==> config.mk <==
export PLATFORM = sky130hd
export DESIGN_NAME = id_hazard_ctrl
export DESIGN_NICKNAME = d
export VERILOG_FILES = /design/src/rtl/id_hazard_ctrl.sv
export SDC_FILE = /design/constraint.sdc
export NUM_CORES = 1
export LEC_CHECK = 0
export CAP_MARGIN = 20
export CORE_MARGIN = 3
export CORE_UTILIZATION = 35
export DETAILED_ROUTE_END_ITERATION = 7
export PLACE_DENSITY = 0.64
export SLEW_MARGIN = 20
export SYNTH_ARGS = -nofsm -noshare
export SYNTH_HDL_FRONTEND = slang
export SYNTH_SLANG_ARGS = --single-unit
==> constraint.sdc <==
create_clock -name clk -period 3.5 [get_ports clk]
set_clock_uncertainty 0.05 [all_clocks]
set_input_delay 0.525 -clock clk [delete_from_list [all_inputs] [get_ports clk]]
set_output_delay 0.525 -clock clk [all_outputs]
set_load 0.1 [all_outputs]
==> src/rtl/id_hazard_ctrl.sv <==
// Decode-stage hazard controller: two-slot scoreboard of in-flight writes (EX, MEM)
// driving stall, branch-operand forwarding, IF/ID flush and a saturating stall counter.
module id_hazard_ctrl #(
  parameter int CNT_W = 16
) (
  input  logic             clk,
  input  logic             rst,
  input  logic             freeze,
  input  logic             id_valid,
  input  logic [4:0]       id_rs,
  input  logic [4:0]       id_rt,
  input  logic             id_uses_rt,
  input  logic             id_branch,
  input  logic             id_regwrite,
  input  logic             id_memread,
  input  logic [4:0]       id_dest,
  input  logic             pc_src,
  output logic             stall,
  output logic             pc_write,
  output logic             ifid_write,
  output logic             forwardC,
  output logic             forwardD,
  output logic             flush_ifid,
  output logic [CNT_W-1:0] stall_cnt
);

  logic             ex_v_q, ex_v_d, ex_wr_q, ex_wr_d, ex_ld_q, ex_ld_d;
  logic [4:0]       ex_dst_q, ex_dst_d;
  logic             mem_v_q, mem_v_d, mem_wr_q, mem_wr_d, mem_ld_q, mem_ld_d;
  logic [4:0]       mem_dst_q, mem_dst_d;
  logic [CNT_W-1:0] stall_cnt_q, stall_cnt_d;

  logic ex_live_rs, ex_live_rt, mem_live_rs, mem_live_rt;
  logic ex_hit, mem_hit;

  // Register $0 is never a real dependency, so it never matches.
  function automatic logic slot_live(input logic v, input logic wr,
                                     input logic [4:0] dst, input logic [4:0] r);
    return v & wr & (dst == r) & (r != 5'd0);
  endfunction

  function automatic logic [CNT_W-1:0] sat_inc(input logic [CNT_W-1:0] v);
    return (&v) ? v : v + CNT_W'(1);
  endfunction

  always_comb begin
    ex_live_rs  = slot_live(ex_v_q, ex_wr_q, ex_dst_q, id_rs);
    ex_live_rt  = id_uses_rt & slot_live(ex_v_q, ex_wr_q, ex_dst_q, id_rt);
    mem_live_rs = slot_live(mem_v_q, mem_wr_q, mem_dst_q, id_rs);
    mem_live_rt = id_uses_rt & slot_live(mem_v_q, mem_wr_q, mem_dst_q, id_rt);
    ex_hit      = ex_live_rs | ex_live_rt;
    mem_hit     = mem_live_rs | mem_live_rt;
    // An EX hit always wins over MEM: with a branch it stalls, so no forward escapes.
    stall       = id_valid & ((ex_hit & (ex_ld_q | id_branch)) |
                              (id_branch & mem_hit & mem_ld_q));
    forwardC    = id_valid & id_branch & mem_live_rs & ~mem_ld_q & ~stall;
    forwardD    = id_valid & id_branch & mem_live_rt & ~mem_ld_q & ~stall;
    pc_write    = ~stall & ~freeze;
    ifid_write  = ~stall & ~freeze;
    flush_ifid  = pc_src & id_branch & id_valid & ~stall & ~freeze;
  end

  always_comb begin
    ex_v_d      = id_valid & ~stall;
    ex_wr_d     = id_regwrite;
    ex_ld_d     = id_memread;
    ex_dst_d    = id_dest;
    mem_v_d     = ex_v_q;
    mem_wr_d    = ex_wr_q;
    mem_ld_d    = ex_ld_q;
    mem_dst_d   = ex_dst_q;
    stall_cnt_d = (stall & ~freeze) ? sat_inc(stall_cnt_q) : stall_cnt_q;
  end

  // Slot valid bits and the counter are the only state that needs reset.
  always_ff @(posedge clk) begin
    if (rst) begin
      ex_v_q      <= 1'b0;
      mem_v_q     <= 1'b0;
      stall_cnt_q <= '0;
    end else if (~freeze) begin
      ex_v_q      <= ex_v_d;
      mem_v_q     <= mem_v_d;
      stall_cnt_q <= stall_cnt_d;
    end
  end

  always_ff @(posedge clk) begin
    if (~freeze) begin
      ex_wr_q   <= ex_wr_d;
      ex_ld_q   <= ex_ld_d;
      ex_dst_q  <= ex_dst_d;
      mem_wr_q  <= mem_wr_d;
      mem_ld_q  <= mem_ld_d;
      mem_dst_q <= mem_dst_d;
    end
  end

  assign stall_cnt = stall_cnt_q;

endmodule

==> results.ini <==
[outcome]
status = complete, no violations

[global_route]
grt_antenna_before_repair = 0
grt_max_degree = 32
grt_pass1_wl_um = 6890
grt_pass1_vias = 1506
overflow = 0
grt_usage_pct = 15.8

[cts]
cts_root_buf = clkbuf_8
numClockSinks = 32
cts.htree.levels = 2
cts_hold_repair.buffers = 0
cts.clk_slew.worst_paths_ns = 0.07
cts_resized = 0
cts_buffers = 5
cts_buffer_depth = 2
cts_tree = yes
cts_setup_buffers = 0
worstSkewPairLatency_ns = 0.28

[detailed_routing]
drt_iter0_markers = 67
vias = 1496
wirelength_um = 4070
drc = 0
first_pass_iters = 4
via_per_inst = 5.54
wl_per_cell_um = 15.1
ant_nets = 0

[worst_setup_path]
critPathLaunchType = input pin
worstPathMaxFanout = 3
crit_type = input pin to output port
cp_slowest_stage_delay_ns = 0.53
slowest_stage = or4_1
cp.arrival_ns = 2.69
reg2reg_slack_ns = 1.00
r2r-end = stall_cnt[9]$_SDFFE_PP0P_
r2r_start = mem_dst_q[0]$_DFFE_PN_
crit_family = simple AND/OR/NAND/NOR gates
crit_path_end = pc_write
cp-end-kind = output port
cp-startpoint = id_rs[1]
cp_num_cells = 9
critPathBufInv = 3
rr_worst_depth = 8
critPathRequiredTime_ns = 2.92
path_cells = clkdlybuf4s50_1, or4_1, nor2_1, nor4_1, o211a_1, o21ai_2, inv_1, nor2_4, buf_12

[place]
io_buffers = 45
gp_congestion = 0.908
dp_hpwl_um = 2930

[die]
coreArea_mm2 = 0.00450
pin_count = 46
initial_utilization_pct = 37.6
fp.dieH_um = 75.6
rows = 24
die_area_mm2 = 0.00572
die_x_um = 75.6

[yosys]
ys_seq_area_share_pct = 46.1
ys.warnings.count = 0
async_reset_ff_share_pct = 0
synth-edff-count = 14
syn_area_per_cell_um2 = 9.80
syn_area_mm2 = 0.00170
ys_types = 31
synth-seq-cells = 32
synth_nets = 198
postSynthCellCount = 173
synthFlopType = dfxtp_1

[job]
maxCapViolCount = 0

[sta]
hold_viol = 0
period_minus_slack_ns = 3.26
fmax_mhz = 306
min_period_over_period_pct = 93.2
grt_setup_unrepaired = no
finalSetupViolations = 0
final-max-slew-violation-count = 0
slew_headroom_pct = 34.2
worstMarginPinSlew_ns = 0.984

[pwr]
p_per_area_mw_per_mm2 = 336
power_uw = 782
ir_drop_mv = 0.205
cellLeakagePower_uw = 0.000765

[cells_and_area]
final_nets = 242
antenna_cells = 0
syn2layout_area_growth_pct = 37.3
final_core_util_pct = 51.7
drive_gt1_share_pct = 9.17

[hold_path]
worstHoldStart = ex_wr_q$_DFFE_PN_
hold_class = flop to flop

-- area by class of cell --
type	count	area (µm²)
repair buffers	49	541
inverters	6	22.5
flip-flops and latches	32	781
well taps	52	65.1
clock buffers	7	76.3
multi-input cells	123	837
fillers	421	2180
clock inverters	1	5.00
-- sequential cells by signal, summed over array words and instances (netlist names) --
name,cells
stall_cnt,16
ex_dst_q,5
mem_dst_q,5
ex_ld_q,1
ex_v_q,1
ex_wr_q,1
mem_ld_q,1
mem_v_q,1
mem_wr_q,1
-- through the flow --
stage               hold WS [ns]  area (µm²)  TNS (ns)  setup WS (ns)  instances
detailed placement         0.388        2250         0          0.221        262
global placement           0.395        2250         0          0.274        262
CTS                        0.402        2330         0          0.212        270
global route               0.436        2330         0          0.109        270
floorplan                  0.376        1710    -0.397         -0.397        173
finish                     0.407        2330         0          0.237        270
-- per-layer routing --
layer,share of wire (%),track usage (%),up-vias
li1,-,-,749
met2,47,25.1,38
met4,2.0,7.18,0
met1,46,20.4,702
met3,5.1,3.69,7
met5,0,0,-
-- synth_stat cells, drive strengths merged (2+ instances only) --
library cell	n	area share, %
and4	4	2.1
nor4	4	1.5
dfxtp	18	21
nand4	8	3.0
xor2	6	3.1
nand2	7	1.6
nor2	5	1.1
o21ai	5	1.9
o211a	2	1.2
xnor2	14	7.2
o31ai	14	6.2
or4	16	7.1
a21oi	18	5.3
buf	5	2.4
edfxtp	14	25
clkbuf	7	1.6
and2	2	0.74
nand3	10	3.0
inv	6	1.3
-- cell usage in the layout, fill, tap and decap left out --
cell type	Yosys	final
a21oi_1	18	18
and2_1	2	2
and3_1	1	1
and4_1	4	4
buf_12	0	6
buf_4	2	4
clkbuf_1	7	2
clkbuf_8	0	5
clkdlybuf4s50_1	0	39
clkinv_2	0	1
dfxtp_1	18	18
edfxtp_1	14	14
ha_1	1	1
inv_1	6	6
mux2i_1	1	1
nand2_1	7	7
nand3_1	10	10
nand4_1	8	8
nand4b_1	1	1
nor2_1	5	4
nor2_4	0	1
nor3_2	0	1
nor4_1	4	4
o211a_1	2	2
o211ai_1	1	1
o21a_1	1	1
o21ai_0	1	1
o21ai_1	2	2
o21ai_2	2	2
o31ai_1	14	14
or3_1	1	1
or4_1	16	16
xnor2_1	14	14
xor2_1	6	6
-- worst reg2reg max path: cells and delay by family, from the launching register on --
family / cells / cell delay [ns]
compound gates: 3 / 0.48
xor+xnor: 1 / 0.16
buf+inv: 1 / 0.22
flops: 1 / 0.41
simple gates: 3 / 1.12
-- where the power goes --
part	switching (µW)	internal, µW	leakage [µW]	total, µW
clock network	127	139	0.0000422	266
logic	49.1	51.0	0.000441	100
registers	10.9	405	0.000282	416
total	187	596	0.000765	782
-- cells by family (layout without fill, tap and decap cells) --
group / after synthesis / in the layout / share of synthesized area, %
AOI/OAI and AO/OA: 41 / 41 / 15.5
xor gates and xnor gates: 20 / 20 / 10.3
adders and majority gates: 1 / 1 / 0.738
buffers and inverters: 18 / 63 / 5.31
DFF: 32 / 32 / 46.1
muxes: 1 / 1 / 0.590
and+or+nand+nor: 60 / 60 / 21.5
-- worst min-delay path by stage --
| stage | endpoint | slack [ns] | depth (start not counted) |
|---|---|---|---|
| detailed placement | mem_wr_q$_DFFE_PN_ | 0.39 | 0 |
| floorplan | mem_wr_q$_DFFE_PN_ | 0.38 | 0 |
| finish | mem_wr_q$_DFFE_PN_ | 0.41 | 0 |
| CTS | mem_wr_q$_DFFE_PN_ | 0.40 | 0 |
| global route | mem_ld_q$_DFFE_PN_ | 0.44 | 0 |
| global placement | mem_wr_q$_DFFE_PN_ | 0.39 | 0 |
Note: power is estimated with default switching activity, not from simulation.
